===== src/rtl/vram_arbiter_pkg.sv =====
// vram_arbiter_pkg: shared VRAM port widths, owner tags and arbiter states.
package vram_arbiter_pkg;
  localparam int VRAM_LINE_W = 9;
  localparam int VRAM_COL_W  = 12;
  localparam int VRAM_MODE_W = 4;
  typedef enum logic [1:0] {OWN_NONE, OWN_DISP, OWN_RAS, OWN_CPU} owner_t;
  typedef enum logic {S_IDLE, S_BURST} state_t;
endpackage


===== src/rtl/vram_arb_pick.sv =====
// vram_arb_pick: combinational winner select; display first, then ras/cpu with rr_cpu breaking ties.
module vram_arb_pick
  import vram_arbiter_pkg::*;
(
  input  logic   disp_req,
  input  logic   ras_req,
  input  logic   cpu_req,
  input  logic   rr_cpu,
  output owner_t win
);
  assign win = disp_req                       ? OWN_DISP :
               (ras_req && !(cpu_req && rr_cpu)) ? OWN_RAS  :
               cpu_req                        ? OWN_CPU  : OWN_NONE;
endmodule


===== src/rtl/vram_arbiter.sv =====
// vram_arbiter: shares the single VRAM port between display bursts, rasterizer writes and CPU accesses.
// Define VRAM_ARB_RR_EN for round-robin ras/cpu arbitration; otherwise ras has fixed priority over cpu.
module vram_arbiter
  import vram_arbiter_pkg::*;
#(
  parameter int BURST_W = 8,
  parameter int DATA_W  = 24
) (
  input  logic                   clk_53_2MHz,
  input  logic                   rst_n,
  input  logic                   disp_req,
  input  logic [VRAM_LINE_W-1:0] disp_line,
  input  logic [VRAM_COL_W-1:0]  disp_col,
  input  logic [VRAM_MODE_W-1:0] disp_mode,
  input  logic [BURST_W-1:0]     disp_len,
  output logic                   disp_gnt,
  output logic                   disp_rvalid,
  output logic [DATA_W-1:0]      disp_rdata,
  input  logic                   ras_req,
  input  logic [VRAM_LINE_W-1:0] ras_line,
  input  logic [VRAM_COL_W-1:0]  ras_col,
  input  logic [VRAM_MODE_W-1:0] ras_mode,
  input  logic [DATA_W-1:0]      ras_wdata,
  output logic                   ras_gnt,
  input  logic                   cpu_req,
  input  logic                   cpu_we,
  input  logic [VRAM_LINE_W-1:0] cpu_line,
  input  logic [VRAM_COL_W-1:0]  cpu_col,
  input  logic [VRAM_MODE_W-1:0] cpu_mode,
  input  logic [DATA_W-1:0]      cpu_wdata,
  output logic                   cpu_gnt,
  output logic                   cpu_rvalid,
  output logic [DATA_W-1:0]      cpu_rdata,
  output logic [VRAM_LINE_W-1:0] vram_line,
  output logic [VRAM_COL_W-1:0]  vram_col,
  output logic [VRAM_MODE_W-1:0] vram_mode,
  output logic                   vram_we,
  output logic                   vram_re,
  output logic [DATA_W-1:0]      vram_wdata,
  input  logic [DATA_W-1:0]      vram_rdata,
  output logic                   busy
);
  state_t               state;
  owner_t               win, own;
  logic [BURST_W-1:0]   cnt;
  logic                 rr_cpu, arb_en;

  vram_arb_pick u_pick (
    .disp_req (disp_req),
    .ras_req  (ras_req),
    .cpu_req  (cpu_req),
    .rr_cpu   (rr_cpu),
    .win      (win)
  );

  // cnt holds the reads still to issue including the current one, so the last read frees the port
  assign arb_en = state == S_IDLE || cnt == BURST_W'(1);
  assign busy   = state == S_BURST;

`ifdef VRAM_ARB_RR_EN
  always_ff @(posedge clk_53_2MHz)
    if (!rst_n) rr_cpu <= 1'b0;
    else if (arb_en && (win == OWN_RAS || win == OWN_CPU)) rr_cpu <= win == OWN_RAS;
`else
  assign rr_cpu = 1'b0;
`endif

  always_ff @(posedge clk_53_2MHz)
    if (!rst_n) begin
      state       <= S_IDLE;
      cnt         <= '0;
      own         <= OWN_NONE;
      disp_gnt    <= 1'b0;
      ras_gnt     <= 1'b0;
      cpu_gnt     <= 1'b0;
      disp_rvalid <= 1'b0;
      cpu_rvalid  <= 1'b0;
      disp_rdata  <= '0;
      cpu_rdata   <= '0;
      vram_line   <= '0;
      vram_col    <= '0;
      vram_mode   <= '0;
      vram_we     <= 1'b0;
      vram_re     <= 1'b0;
      vram_wdata  <= '0;
    end else begin
      disp_rvalid <= vram_re && own == OWN_DISP;
      cpu_rvalid  <= vram_re && own == OWN_CPU;
      if (vram_re && own == OWN_DISP) disp_rdata <= vram_rdata;
      if (vram_re && own == OWN_CPU) cpu_rdata <= vram_rdata;
      disp_gnt <= arb_en && win == OWN_DISP;
      ras_gnt  <= arb_en && win == OWN_RAS;
      cpu_gnt  <= arb_en && win == OWN_CPU;
      if (!arb_en) begin
        vram_col <= vram_col + 1'b1;
        cnt      <= cnt - 1'b1;
      end else begin
        state   <= win == OWN_DISP ? S_BURST : S_IDLE;
        cnt     <= win != OWN_DISP ? '0 : disp_len == '0 ? BURST_W'(1) : disp_len;
        own     <= win;
        vram_we <= win == OWN_RAS || (win == OWN_CPU && cpu_we);
        vram_re <= win == OWN_DISP || (win == OWN_CPU && !cpu_we);
        if (win != OWN_NONE) begin
          vram_line <= win == OWN_DISP ? disp_line : win == OWN_RAS ? ras_line : cpu_line;
          vram_col  <= win == OWN_DISP ? disp_col  : win == OWN_RAS ? ras_col  : cpu_col;
          vram_mode <= win == OWN_DISP ? disp_mode : win == OWN_RAS ? ras_mode : cpu_mode;
        end
        if (win == OWN_RAS || win == OWN_CPU) vram_wdata <= win == OWN_RAS ? ras_wdata : cpu_wdata;
      end
    end
endmodule


===== config.mk =====
export PLATFORM = sky130hd
export DESIGN_NAME = vram_arbiter
export DESIGN_NICKNAME = d
export VERILOG_FILES = /design/src/rtl/vram_arbiter_pkg.sv /design/src/rtl/vram_arb_pick.sv /design/src/rtl/vram_arbiter.sv
export SDC_FILE = /design/constraint.sdc
export NUM_CORES = 1
export LEC_CHECK = 0
export ABC_AREA = 1
export CAP_MARGIN = 0
export CORE_ASPECT_RATIO = 1.2
export CORE_MARGIN = 4
export CORE_UTILIZATION = 40
export CTS_BUF_LIST = sky130_fd_sc_hd__clkbuf_8
export DETAILED_ROUTE_END_ITERATION = 8
export PLACE_DENSITY = 0.79
export SKIP_LAST_GASP = 1
export SLEW_MARGIN = 0
export SYNTH_ARGS = -nofsm -noshare
export SYNTH_HDL_FRONTEND = slang
export SYNTH_SLANG_ARGS = --single-unit
export TNS_END_PERCENT = 30

===== constraint.sdc =====
create_clock -name clk_53_2MHz -period 2.1 [get_ports clk_53_2MHz]
set_clock_uncertainty 0.2 [all_clocks]
set_input_delay 0.42 -clock clk_53_2MHz [delete_from_list [all_inputs] [get_ports clk_53_2MHz]]
set_output_delay 0.42 -clock clk_53_2MHz [all_outputs]
set_load 0.05 [all_outputs]

==> metrics.log, run 1 <==
[metrics] Clock transition at path regs: around 70 ps
[metrics] maximum capacitance violations: 0
[metrics] Final GP Congestion: a little under 0.9
[metrics] initial antenna violation count: 0
[metrics] CTS Buffer Depth: 2
[metrics] diode insertion count for antenna repair: 0
[metrics] Post-Syn Area per Cell: slightly above 7 µm²
[metrics] Worst-Skew Late Latency: approximately 430 ps
[metrics] Synth Warn #: 0
[metrics] number of instances in the synthesized netlist: between 700 and 800
[metrics] Setup-failing EPs final: 7
[metrics] worst r2r dst: vram_col[6]
[metrics] net switching power: between 1.5 and 2 mW
[metrics] pin slew with the least headroom to its limit: around 500 ps
[metrics] clock buffer count from CTS: 17
[metrics] fraction of power consumed by combinational cells: between 20% and 30%
[metrics] sequential share of power: a little under two fifths
[metrics] Worst path slowest cell: clkdlybuf4s50_1
[metrics] fmax: 0.457 GHz
[metrics] total placed cells including tap cells: 1156
[metrics] most frequent standard cell in the layout excluding fill and tap cells: clkdlybuf4s50_1
[metrics] core region area: roughly 13000 µm²
[metrics] Clk network pwr share: a little over a third
[metrics] Min-Delay Startpoint: cpu_rdata[18]
[metrics] antenna-violating nets left: 0
[metrics] fraction of met1 tracks used by global routing: between 20 and 30%
[metrics] hold buffer count at cts: 0
[metrics] sum of overflow across all layers after global routing: 0
[metrics] number of iterations in the first detailed-routing pass: 5
[metrics] critical path buffer and inverter count: 1
[metrics] P_leak: ~4 nW
[metrics] worst setup path start: disp_rdata[21]
[metrics] setup slack of the worst register-to-register path: 180 ps
[metrics] final instance count without filler cells: between 1000 and 1500
[metrics] H-Tree Depth: 4
[metrics] placement-stage cell area: slightly above 8000 µm²
[metrics] fraction of met3 tracks used by global routing: 7.27%
[metrics] count of pins over their slew limit: 0
[metrics] violations in the final reports: negative setup slack
[metrics] CTS Root Buffer Type: clkbuf_8
[metrics] Slew Limit Headroom: 65.9%
[metrics] count of buffers inserted at the top-level ports: ~270
[metrics] via count of the first global-routing pass: 5788
[metrics] kind of path behind the tightest hold check: reg2reg
[metrics] result of the run: complete, but fails checks
[metrics] vias: between 5000 and 6000
[metrics] family of cells with the greatest summed delay on the critical path: buffers and inverters
[metrics] total power: roughly 6.5 mW
[metrics] y dimension of the die: 134 µm
[metrics] commonest cells after routing, fill and taps aside: 166 x clkdlybuf4s50_1, 152 x nand2_1, 120 x buf_4, 115 x dfxtp_1, 85 x nand3_1
[metrics] starting utilization of the core area: between 40 and 50%
[metrics] clock tree from TritonCTS: done
[metrics] CP Depth: 1
[metrics] share of final-layout standard cells stronger than drive strength 1: approximately 18%
[metrics] depth of the worst register-to-register path: 11
[metrics] maximum number of pins on one net before global-route repair: 61
[metrics] unrepaired setup endpoints after global routing: yes
[metrics] fillers: between 1000 and 1500
[metrics] total die area: between 15000 and 20000 µm²
[metrics] Arrival @ worst endpoint: roughly 1600 ps
[metrics] Most Used Layer, Global Route: met2
[metrics] Total Wirelength: ~18000 µm
[metrics] P&R area growth vs syn: 60.5%
[metrics] starting DRC count in detailed routing: about 310
[metrics] required time reported for the critical path endpoint: 1480 ps
[metrics] highest ir drop seen on vdd: 0.554 mV
[metrics] share of the yosys chip area belonging to registers: around 43%
[metrics] post-route worst hold slack: about 240 ps
[metrics] row count: 45
[metrics] final instance area: between 8000 and 9000 µm²
[metrics] DR WL/cell: 15.6 µm
[metrics] number of hold-slack violations in the final timing report: 0
[metrics] global-route wire length before repair: 29100 µm
[metrics] Tcrit/Tclk final: 104%
[metrics] Worst Setup Start Kind: flop
[metrics] drc violations: 0
[metrics] syn_nets: roughly 900
[metrics] clock period minus worst slack: between 2000 and 2500 ps
[metrics] Crit Path Max Fanout: 2
[metrics] Total Nets Final: approximately 1200
[metrics] Horiz. Die Dim: approximately 110 µm
[metrics] crit end category: output port
[metrics] Critical Path End: disp_rdata[21]
[metrics] Distinct cells, synth: 34
[metrics] Cell Area, Synth: 5330 µm²
[metrics] power density of the placed cells: roughly 750 nW/µm²
[metrics] largest stage delay on the critical path: ~800 ps
[metrics] GRT met2 Usage: 40.7%
[metrics] RR Startpoint: cnt[1]
[metrics] number of register bits inferred by synthesis: between 100 and 150
[metrics] average vias per placed instance: 5.04
[metrics] Top Ports: approximately 270
[metrics] cells traversed along the worst timing path: clkdlybuf4s50_1
[metrics] post-layout worst setup margin: -89.5 ps
[metrics] sum of net half-perimeters after detailed placement: approximately 14000 µm
[metrics] sink count of the clock tree: 115
[metrics] Switching Share: between 30% and 40%
[metrics] category of the critical setup timing path: reg2out
[metrics] global routing usage summed across all routing layers: a little under a quarter
[metrics] Cell Int Power: 4.51 mW
-- sequential cells by signal (all words and copies together), names as in the netlist --
name	count
disp_gnt	1
own	2
vram_mode	4
vram_wdata	24
vram_line	9
vram_we	1
cpu_gnt	1
vram_re	1
disp_rdata	24
disp_rvalid	1
cnt	8
busy	1
cpu_rvalid	1
ras_gnt	1
vram_col	12
cpu_rdata	24
-- kinds of logic after synthesis --
family                   count (synthesis)  synth area share (%)
adder cells (fa/ha/maj)                  3                 0.704
AND/OR/NAND/NOR                        331                  26.3
flip-flops                             115                  43.2
buffers and inverters                  104                  8.59
XOR/XNOR                                 9                  1.48
AO/OA/AOI/OAI                          177                  19.8
-- power groups by stage --
stage | Combinational (mW) | Sequential (mW) | Clock (mW)
2_1_floorplan | 0.522 | 2.89 | 0
3_3_place_gp | 1.64 | 2.48 | 0
3_5_place_dp | 1.66 | 2.48 | 0
4_1_cts | 1.67 | 2.43 | 2.41
5_1_grt | 1.77 | 2.45 | 2.52
6_report | 1.66 | 2.43 | 2.37
-- per-stage QoR --
stage               util (%)  setup TNS, ps  setup WS [ps]
finish                  66.6           -533          -89.5
global route            66.6           -973           -152
CTS                     66.6          -1050           -116
detailed placement      63.0          -3030           -121
global placement        63.0          -1620          -59.6
floorplan                  -              0           33.7
-- cell usage after synthesis (all sizes together) --
| library cell | n | area [µm²] |
|---|---|---|
| o21ai | 86 | 442 |
| a21oi | 55 | 287 |
| xor2 | 4 | 35.0 |
| nand2 | 158 | 613 |
| nor4 | 1 | 6.26 |
| ha | 3 | 37.5 |
| o21bai | 1 | 7.51 |
| o211a | 24 | 240 |
| o21a | 2 | 15.0 |
| clkbuf | 28 | 105 |
| nand3 | 85 | 425 |
| a31oi | 3 | 18.8 |
| clkinv | 1 | 5.00 |
| nor2 | 78 | 305 |
| inv | 54 | 203 |
| o31ai | 3 | 22.5 |
| xnor2 | 5 | 43.8 |
| buf | 21 | 145 |
| o211ai | 2 | 15.0 |
| nand4 | 3 | 18.8 |
| dfxtp | 115 | 2300 |
| nor3 | 6 | 30.0 |
| o22ai | 1 | 6.26 |
-- metal layers --
layer | part of all wire (%) | routed length, µm
met5 | 0 | 0
met4 | 2.6 | 479
met3 | 7.1 | 1300
met2 | 51 | 9480
met1 | 39 | 7190
-- layout make-up --
type / instances / area, µm² / share of cell area (%)
Timing Repair Buffer: 302 / 2810 / 32.9
Multi-Input combinational cell: 520 / 2570 / 30.0
Sequential cell: 115 / 2300 / 26.9
Clock buffer: 20 / 275 / 3.22
Inverter: 55 / 208 / 2.43
Tap cell: 164 / 205 / 2.40
Clock inverter: 10 / 181 / 2.12
-- timing repair --
action | CTS | global route
buffers inserted | 0 | 0
gates resized for setup | 3 | 3
setup endpoints to repair | 13 | 11
-- worst min path at each step --
stage,end,slack [ps],depth (start not counted)
global placement,cpu_rdata[10],230,2
detailed placement,cpu_rdata[5],230,2
floorplan,own[1],250,2
finish,cpu_rdata[18],240,2
CTS,vram_mode[2],230,4
global route,cpu_rdata[6],240,4
No activity file was read; power rests on OpenSTA's default activity.
==> inputs of run 2 (changes only) <==
GPL_ROUTABILITY_DRIVEN = 0   (was default)
==> results of run 2 <==
Same layout as run 1: the final DEF is identical, and so are final timing and power.
